$ cat src/rtl/ifetch_unit_if.sv
// Bundle of the ifetch_unit bus signals: instruction-memory request/response,
// the instruction handshake towards decode, and the next-PC resolve port.
// The master modport is the fetch unit; the slave modport is its environment.
interface ifetch_unit_if;
    // Instruction memory
    logic        imem_req;
    logic [31:0] imem_addr;
    logic        imem_gnt;
    logic        imem_rvalid;
    logic [31:0] imem_rdata;
    // Decode handshake
    logic        inst_valid;
    logic [31:0] inst;
    logic [31:0] inst_pc;
    logic        inst_ready;
    // Next-PC resolve
    logic        resolve_valid;
    logic [1:0]  npc_op;
    logic        br;
    logic [31:0] imm;
    logic [31:0] abs_target;
    logic        misalign;

    modport master (
        output imem_req, imem_addr,
        input  imem_gnt, imem_rvalid, imem_rdata,
        output inst_valid, inst, inst_pc,
        input  inst_ready,
        input  resolve_valid, npc_op, br, imm, abs_target,
        output misalign
    );

    modport slave (
        input  imem_req, imem_addr,
        output imem_gnt, imem_rvalid, imem_rdata,
        input  inst_valid, inst, inst_pc,
        output inst_ready,
        output resolve_valid, npc_op, br, imm, abs_target,
        input  misalign
    );
endinterface

$ cat src/rtl/ifetch_unit.sv
// Instruction fetch unit: owns the PC, fetches one 32-bit word per instruction
// over a req/gnt/rvalid handshake, hands it to decode with valid/ready and
// waits for the next-PC resolve before fetching again.
// Optional macro IFU_PREFETCH_EN adds a one-entry pc+4 prefetch buffer that is
// filled while the current instruction sits in decode; a wrong-path speculative
// response is counted and dropped on arrival.
module ifetch_unit #(
    parameter logic [31:0] RESET_PC = 32'h0000_0000
) (
    input  logic          clk,
    input  logic          rst,
    ifetch_unit_if.master bus
);

    localparam logic [1:0] NPC_JMP    = 2'b01;
    localparam logic [1:0] NPC_ABSJMP = 2'b10;

    typedef enum logic [1:0] {StReq, StWait, StHold, StRes} state_e;

    state_e      state_q, state_d;
    logic [31:0] pc_q, pc_d;
    logic [31:0] inst_q, inst_d;
    logic [31:0] inst_pc_q, inst_pc_d;
    logic        misalign_q, misalign_d;
    logic [31:0] target;
    logic [31:0] npc;
    logic        rsp_ok;

`ifdef IFU_PREFETCH_EN
    logic        pf_valid_q, pf_valid_d;
    logic        pf_pending_q, pf_pending_d;
    logic [31:0] pf_data_q, pf_data_d;
    logic [1:0]  drop_cnt_q, drop_cnt_d;
    logic [31:0] pf_pc;
    logic        spec_req;
    logic        rsp_drop;
    logic        pf_rsp;
    logic        pf_out_now;
    logic        pf_have;
    logic        drop_inc;

    // Only pc+4 is ever prefetched, so the buffer tag is implied by the PC.
    assign pf_pc      = pc_q + 32'd4;
    assign spec_req   = ((state_q == StHold) || (state_q == StRes)) && !pf_pending_q && !pf_valid_q;
    // Responses are in order: wrong-path data always precedes any newer request.
    assign rsp_drop   = bus.imem_rvalid && (drop_cnt_q != 2'd0);
    assign pf_rsp     = bus.imem_rvalid && (drop_cnt_q == 2'd0) && pf_pending_q;
    assign pf_out_now = (pf_pending_q && !pf_rsp) || (spec_req && bus.imem_gnt);
    assign pf_have    = pf_valid_q || pf_rsp;
    assign rsp_ok     = bus.imem_rvalid && (drop_cnt_q == 2'd0);
    assign drop_cnt_d = drop_cnt_q + {1'b0, drop_inc} - {1'b0, rsp_drop};

    assign bus.imem_req  = !rst && ((state_q == StReq) || spec_req);
    assign bus.imem_addr = (state_q == StReq) ? pc_q : pf_pc;
`else
    assign rsp_ok        = bus.imem_rvalid;
    assign bus.imem_req  = !rst && (state_q == StReq);
    assign bus.imem_addr = pc_q;
`endif

    assign bus.inst_valid = !rst && (state_q == StHold);
    assign bus.inst       = inst_q;
    assign bus.inst_pc    = inst_pc_q;
    assign bus.misalign   = !rst && misalign_q;

    // Next-PC target from the resolve fields; low two bits are forced to a word address.
    always_comb begin
        target = pc_q + 32'd4;
        case (bus.npc_op)
            NPC_JMP:    target = bus.br ? (pc_q + bus.imm) : (pc_q + 32'd4);
            NPC_ABSJMP: target = bus.abs_target & ~32'h1;
            default:    target = pc_q + 32'd4;
        endcase
        npc = {target[31:2], 2'b00};
    end

    // Fetch FSM next state, PC update and instruction capture.
    always_comb begin
        state_d    = state_q;
        pc_d       = pc_q;
        inst_d     = inst_q;
        inst_pc_d  = inst_pc_q;
        misalign_d = 1'b0;
`ifdef IFU_PREFETCH_EN
        pf_valid_d   = pf_valid_q;
        pf_pending_d = pf_pending_q;
        pf_data_d    = pf_data_q;
        drop_inc     = 1'b0;
        if (spec_req && bus.imem_gnt) begin
            pf_pending_d = 1'b1;
        end
        if (pf_rsp) begin
            pf_pending_d = 1'b0;
            pf_valid_d   = 1'b1;
            pf_data_d    = bus.imem_rdata;
        end
`endif
        unique case (state_q)
            StReq: begin
                if (bus.imem_gnt) begin
                    state_d = StWait;
                end
            end
            StWait: begin
                if (rsp_ok) begin
                    inst_d    = bus.imem_rdata;
                    inst_pc_d = pc_q;
                    state_d   = StHold;
                end
            end
            StHold: begin
                if (bus.inst_ready) begin
                    state_d = StRes;
                end
            end
            StRes: begin
                if (bus.resolve_valid) begin
                    misalign_d = target[1];
                    pc_d       = npc;
                    state_d    = StReq;
`ifdef IFU_PREFETCH_EN
                    pf_valid_d   = 1'b0;
                    pf_pending_d = 1'b0;
                    if ((npc == pf_pc) && pf_have) begin
                        state_d   = StHold;
                        inst_d    = pf_valid_q ? pf_data_q : bus.imem_rdata;
                        inst_pc_d = npc;
                    end else if ((npc == pf_pc) && pf_out_now) begin
                        // The in-flight speculative fetch becomes the demand fetch.
                        state_d = StWait;
                    end else begin
                        drop_inc = pf_out_now;
                    end
`endif
                end
            end
            default: state_d = StReq;
        endcase
    end

    // Core state registers with synchronous reset.
    always_ff @(posedge clk) begin
        if (rst) begin
            state_q    <= StReq;
            pc_q       <= RESET_PC;
            inst_q     <= 32'h0;
            inst_pc_q  <= 32'h0;
            misalign_q <= 1'b0;
        end else begin
            state_q    <= state_d;
            pc_q       <= pc_d;
            inst_q     <= inst_d;
            inst_pc_q  <= inst_pc_d;
            misalign_q <= misalign_d;
        end
    end

`ifdef IFU_PREFETCH_EN
    // Prefetch buffer and wrong-path drop counter.
    always_ff @(posedge clk) begin
        if (rst) begin
            pf_valid_q   <= 1'b0;
            pf_pending_q <= 1'b0;
            pf_data_q    <= 32'h0;
            drop_cnt_q   <= 2'd0;
        end else begin
            pf_valid_q   <= pf_valid_d;
            pf_pending_q <= pf_pending_d;
            pf_data_q    <= pf_data_d;
            drop_cnt_q   <= drop_cnt_d;
        end
    end
`endif

endmodule

$ cat src/flat_wrapper.sv
// flat-port wrapper written by rule: the top's interface ports become plain ports
module ifetch_unit_flat 
#(
    parameter logic [31:0] RESET_PC = 32'h0000_0000
)
  (clk, rst, bus_imem_req, bus_imem_addr, bus_imem_gnt, bus_imem_rvalid, bus_imem_rdata, bus_inst_valid, bus_inst, bus_inst_pc, bus_inst_ready, bus_resolve_valid, bus_npc_op, bus_br, bus_imm, bus_abs_target, bus_misalign);
  ifetch_unit_if bus_i ();
  input  logic clk;
  input  logic rst;
  output wire logic [$bits(bus_i.imem_req)-1:0] bus_imem_req;
  output wire logic [$bits(bus_i.imem_addr)-1:0] bus_imem_addr;
  input wire logic [$bits(bus_i.imem_gnt)-1:0] bus_imem_gnt;
  input wire logic [$bits(bus_i.imem_rvalid)-1:0] bus_imem_rvalid;
  input wire logic [$bits(bus_i.imem_rdata)-1:0] bus_imem_rdata;
  output wire logic [$bits(bus_i.inst_valid)-1:0] bus_inst_valid;
  output wire logic [$bits(bus_i.inst)-1:0] bus_inst;
  output wire logic [$bits(bus_i.inst_pc)-1:0] bus_inst_pc;
  input wire logic [$bits(bus_i.inst_ready)-1:0] bus_inst_ready;
  input wire logic [$bits(bus_i.resolve_valid)-1:0] bus_resolve_valid;
  input wire logic [$bits(bus_i.npc_op)-1:0] bus_npc_op;
  input wire logic [$bits(bus_i.br)-1:0] bus_br;
  input wire logic [$bits(bus_i.imm)-1:0] bus_imm;
  input wire logic [$bits(bus_i.abs_target)-1:0] bus_abs_target;
  output wire logic [$bits(bus_i.misalign)-1:0] bus_misalign;
  assign bus_imem_req = bus_i.imem_req;
  assign bus_imem_addr = bus_i.imem_addr;
  assign bus_i.imem_gnt = bus_imem_gnt;
  assign bus_i.imem_rvalid = bus_imem_rvalid;
  assign bus_i.imem_rdata = bus_imem_rdata;
  assign bus_inst_valid = bus_i.inst_valid;
  assign bus_inst = bus_i.inst;
  assign bus_inst_pc = bus_i.inst_pc;
  assign bus_i.inst_ready = bus_inst_ready;
  assign bus_i.resolve_valid = bus_resolve_valid;
  assign bus_i.npc_op = bus_npc_op;
  assign bus_i.br = bus_br;
  assign bus_i.imm = bus_imm;
  assign bus_i.abs_target = bus_abs_target;
  assign bus_misalign = bus_i.misalign;
  ifetch_unit #(.RESET_PC(RESET_PC)) u_core (.clk(clk), .rst(rst), .bus(bus_i));
endmodule
$ cat config.mk
export PLATFORM = sky130hd
export DESIGN_NAME = ifetch_unit_flat
export DESIGN_NICKNAME = d
export VERILOG_FILES = /design/src/rtl/ifetch_unit_if.sv /design/src/rtl/ifetch_unit.sv /design/src/flat_wrapper.sv
export SDC_FILE = /design/constraint.sdc
export NUM_CORES = 1
export LEC_CHECK = 0
export CAP_MARGIN = 15
export CORE_MARGIN = 4
export CORE_UTILIZATION = 47
export CTS_BUF_LIST = sky130_fd_sc_hd__clkbuf_4
export CTS_CLUSTER_SIZE = 25
export DETAILED_ROUTE_END_ITERATION = 6
export PLACE_DENSITY_LB_ADDON = 0.1
export SLEW_MARGIN = 25
export SYNTH_ARGS = -nofsm -noshare
export SYNTH_HDL_FRONTEND = slang
export SYNTH_SLANG_ARGS = --single-unit
$ cat constraint.sdc
create_clock -name clk -period 5.6 [get_ports clk]
set_input_delay 0.56 -clock clk [delete_from_list [all_inputs] [get_ports clk]]
set_output_delay 0.56 -clock clk [all_outputs]
set_load 0.005 [all_outputs]
* Yosys cells after proc, flatten, opt, wreduce, memory -nomap -nowiden *
Cells that the tools add are included.

word-level totals
  register bits after elaboration = 95
  bits of input ports = 105
  output and inout port bits = 99
  word-level logic and storage cells = 34

cells by class
  $add $sub $neg = 2
  equal/unequal tests = 9
  multiplexer cells = 7
  bitwise operators = 2
  reductions and logical operators = 9

operator list
  operator                                                         count
  32-bit one-hot mux with 2 select lines                           1
  32-bit by 3-bit adder with 32-bit output, second input constant  1
  32-bit adder                                                     1
  32-bit 2-to-1 mux                                                1
  2-bit 2-to-1 mux                                                 4
  2-bit != test, second input constant                             4
  2-bit one-hot mux with 4 select lines                            1
  2-bit == test, second input constant                             3
  2-bit by 1-bit == test with 1-bit output, second input constant  2
  2-bit AND reduction                                              2
  4-bit AND reduction                                              1
  1-bit logical AND                                                3
  3-bit OR reduction                                               1
  2-bit zero test                                                  1
  1-bit NOT                                                        2
  1-bit zero test                                                  1

* Logic depth before layout (Yosys ltp) *
  word-level depth = 3
  mapped depth = 11
  depth with buffers taken out = 11

* Least setup slack after synthesis *
Ideal clock, no wire load.

  kind = input -> register
  start point = in bus_imm[2]
  end point = reg u_core.pc_q[22], in the netlist u_core.bus.imem_addr[22]
  library setup time = 77 ps
  data arrival time = 2902 ps
  required time = 5523 ps
  path slack = 2622 ps
  stages on the path = 11
  path buffers = 0
  cells stage by stage = ha_1 -> inv_1 -> fa_1 -> and2b_1 -> o2111ai_2 -> a2111oi_4 -> o31ai_2 -> a31oi_4 -> o311ai_1 -> a2111o_1 -> a41oi_2

on the way
  word-level cells in the longest chain between the ends = 3

ends and longest elaborated chain
  what                                    RTL line            RTL
  from (decl)                             flat_wrapper.sv:22  input wire logic [$bits(bus_i.imm)-1:0] bus_imm;
  32-bit adder                            ifetch_unit.sv:70   NPC_JMP: target = bus.br ? (pc_q + bus.imm) : (pc_q + 32'd4);
  32-bit 2-to-1 mux                       ifetch_unit.sv:70
  32-bit one-hot mux with 2 select lines  ifetch_unit.sv:69   case (bus.npc_op)
  to (signal assigned)                    ifetch_unit.sv:151  pc_q <= pc_d;
  to (decl)                               ifetch_unit.sv:21   logic [31:0] pc_q, pc_d;

No other way between the ends.
A chain may end at the register's enable or synchronous reset.

* Worst setup path in the final report *
  start point = in bus_npc_op[0]
  end point = reg u_core.pc_q[25], in the netlist u_core.bus.imem_addr[25]

on the way
  word-level cells in the longest chain between the ends = 2
  elaborated cells between the ends (all ways) = 3
  those cells by class = eq/ne: 2; mux: 1

ends and longest elaborated chain
  what                                                                              RTL line            RTL
  from (decl)                                                                       flat_wrapper.sv:20  input wire logic [$bits(bus_i.npc_op)-1:0] bus_npc_op;
  2-bit == test / 2-bit by 1-bit == test with 1-bit output (equally long branches)  ifetch_unit.sv:69
  32-bit one-hot mux with 2 select lines (*)                                        ifetch_unit.sv:69

Mark *: on every way between the ends. The rest lies on a longest branch, timed or not.

==> impl_metrics.yaml <==
cts:
  post-cts-setup-buffers: 0
  cts_sinks: 95
  postCtsResizedCells: 0
  clk_path_buf_depth: 2
  root_buffer: "clkbuf_4"
  tritoncts: "built"
  cts_buffers: 9
  clkSlewWorstSetupHoldPaths_ps: 170
  hold_buffers: 0
  cts-htree-levels: 3
  clk_latency_ps: 460
logic_synthesis:
  yosys_warnings: 0
  synth_enable_flop_cells: 0
  syn-cell-area_um2: 6380
  yosysUniqueCellTypes: 75
  async_reset_ff_share_pct: 0
  synth-seq-cells: 95
  synthCells: 877
  synth-main-ff-cell: "dfxtp_1"
  avgSynthCellArea_um2: 7.28
  yosysSeqAreaShare_pct: 29.8
detailed_routing:
  ant_nets: 0
  routed_wl_mm: 21.1
  wl_per_cell_um: 17.3
  first_pass_iters: 7
  drc: 0
  vias_per_cell: 5.83
  vias: 7079
  drt_iter0_markers: 709
worst_setup_path:
  crit_arrival_ps: 3770
  crit_path_start_kind: "primary input"
  r2r_end: "u_core.bus.imem_addr[26]$_SDFFE_PP0P_"
  crit_end: "u_core.bus.imem_addr[25]$_SDFFE_PP0P_"
  crit_chain: "clkdlybuf4s50_1 -> inv_1 -> ha_1 -> clkinv_1 -> nor2_1 -> nand2_1 -> o221a_2 -> nor4b_1 -> or3_1"
  cpPeakStageDelay_ps: 840
  r2r-start: "u_core.bus.imem_addr[2]$_SDFFE_PP0P_"
  critPathSlowestCell: "ha_1"
  crit_path_end_kind: "flop"
  regToRegSetupSlack_ps: 2310
  worst-r2r-cell-count: 11
  cp_max_fo: 24
  critPathKind: "in2reg"
  crit_start: "bus_npc_op[0]"
  required_ps: 5970
timing:
  max_freq_ghz: 0.294
  period_share_pct: 60.7
  tns_ps: 0
  slew-limit-headroom_pct: 38.9
  skew_ps: 21.9
  hold_ws_ps: 463
  worstMarginPinSlew_ps: 914
  rsz0062_at_grt: "false"
  finalSetupViolCount: 0
  period_minus_slack_ps: 3400
  hold_viol: 0
  drv_slew: 0
run:
  drv_cap: 0
die:
  start_util_pct: 48.0
  io_pins: 204
  die-area_um2: 15500
  core_um2: 13300
  die_y_um: 125
  fp-row-count: 42
  die_w_um: 125
global_route:
  track_usage_pct: 26.0
  grt_overflow: 0
  grt_pass1_wl_mm: 33.5
  antenna_found_initial: 1
  grt_max_degree: 63
  grt_pass1_vias: 6455
cells_and_area:
  final_util_pct: 64.0
  finalNonFillerCells: 1215
  drive_gt1_share_pct: 3.75
  num-nets-final: 1177
  syn_to_final_growth_pct: 33.4
  antennaDiodeCount: 0
power_and_ir_drop:
  peakVddDrop_mv: 0.181
  power.density_nw_per_um2: 205
  power.leakage_nw: 3.08
min_path:
  holdCritStartpoint: "u_core.bus.inst[26]$_SDFFE_PP0P_"
  min_path_type: "reg2reg"
placement:
  dp_cells: 1199
  io_buffers: 197
  gp_congestion: 0.911
  dp_hpwl_mm: 15.5
outcome:
  status: "finished clean"
## how the worst min path moves through the flow
stage                                          endpoint  slack, ps  cells past startpoint
CTS                 u_core.bus.inst_pc[31]$_SDFFE_PP0P_        470                      2
detailed placement     u_core.bus.inst[10]$_SDFFE_PP0P_        450                      2
finish                 u_core.bus.inst[26]$_SDFFE_PP0P_        460                      2
global route           u_core.bus.inst[10]$_SDFFE_PP0P_        480                      2
global placement        u_core.bus.inst[2]$_SDFFE_PP0P_        440                      2
floorplan               u_core.bus.inst[0]$_SDFFE_PP0P_        450                      2
## metal layers
metal  part of all wire, %  up-vias  wire length [µm]  global-route usage (%)
li1                      -     3448                 -                       -
met2                    47      305              9950                    43.0
met3                   7.8       52              1640                    6.13
met5                 0.057        -                12                       0
met1                    43     3272              8960                    33.7
met4                   2.4        2               510                    7.80
## synthesized netlist by cell type, drive strengths merged, types with 6 or more instances
cell	n	area, µm²
a21o	14	105
nor3	16	90.1
a22oi	11	82.6
and2	6	37.5
nand3	22	110
a21oi	123	616
nand4	11	68.8
nand2	179	672
dfxtp	95	1900
clkbuf	45	169
nor2	52	195
o21ai	53	265
xor2	11	96.3
a211oi	7	52.6
ha	37	463
xnor2	22	193
a31oi	12	90.1
buf	14	75.1
and3	8	50.1
a221oi	10	87.6
inv	31	116
or3	7	43.8
## cells in the final DEF (no fill, tap or decap), types with 3 or more instances in the layout
master,Yosys,routed
clkdlybuf4s50_1,0,196
nand2_1,179,178
a21oi_1,123,123
dfxtp_1,95,95
nor2_1,52,52
o21ai_0,52,52
ha_1,37,37
inv_1,31,31
nand3_1,22,22
xnor2_1,22,22
a21o_1,14,14
nor3_1,14,14
nand4_1,11,11
a31oi_1,11,11
xor2_1,11,11
a22oi_1,11,11
a221oi_1,10,10
clkbuf_4,0,9
and3_1,8,8
a211oi_1,7,7
or3_1,7,7
and2_1,6,5
mux2i_1,5,5
o211ai_1,5,5
o22ai_1,5,5
buf_4,4,5
nor2b_1,5,4
o221ai_1,4,4
nor3b_1,4,4
nand3b_1,4,4
conb_1,1,4
o31a_1,3,3
a311oi_1,3,3
nor4_1,3,3
o21a_1,3,3
o21bai_1,3,3
inv_8,0,3
## stage by stage
step / worst slack, ps / area [µm²] / total power, mW
final: 2200 / 8510 / 1.74
after global routing: 2050 / 8510 / 1.85
after CTS: 2320 / 8510 / 1.75
after detailed placement: 1810 / 8380 / 1.38
after global placement: 1840 / 8380 / 1.38
after floorplan: 2620 / 6390 / 1.12
## state kept, by name, summed over array words and instances, names as in the netlist
name / cells
u_core.state_q: 2
u_core.bus.inst: 32
u_core.bus.imem_addr: 30
u_core.bus.inst_pc: 30
u_core.misalign_q: 1
## critical path: cells and delay by family
family | cells | cell delay, ps
buffers and inverters | 3 | 1060
and+or+nand+nor | 4 | 1040
adders and majority gates | 1 | 840
AOI/OAI and AO/OA | 1 | 270
## layout make-up
class / instances / area [µm²]
fill: 1298 / 4780
multi-input combinational: 694 / 4140
timing repair buffer: 202 / 2000
sequential: 95 / 1900
tap: 176 / 220
inverter: 32 / 120
clock buffer: 9 / 67.6
clock inverter: 7 / 63.8
## kinds of logic after synthesis
group | synth area share (%)
xor+xnor | 4.53
mux | 0.784
simple gates | 22.9
other cells | 0.0588
buf+inv | 5.70
compound gates | 28.6
fa+ha+maj | 7.57
flops | 29.8
## power by group
| group | leakage [nW] | internal (mW) | switching [mW] |
|---|---|---|---|
| combinational | 2.23 | 0.273 | 0.320 |
| sequential | 0.768 | 0.726 | 0.0505 |
| clock | 0.0743 | 0.104 | 0.271 |
(Power assumes the default switching activity.)
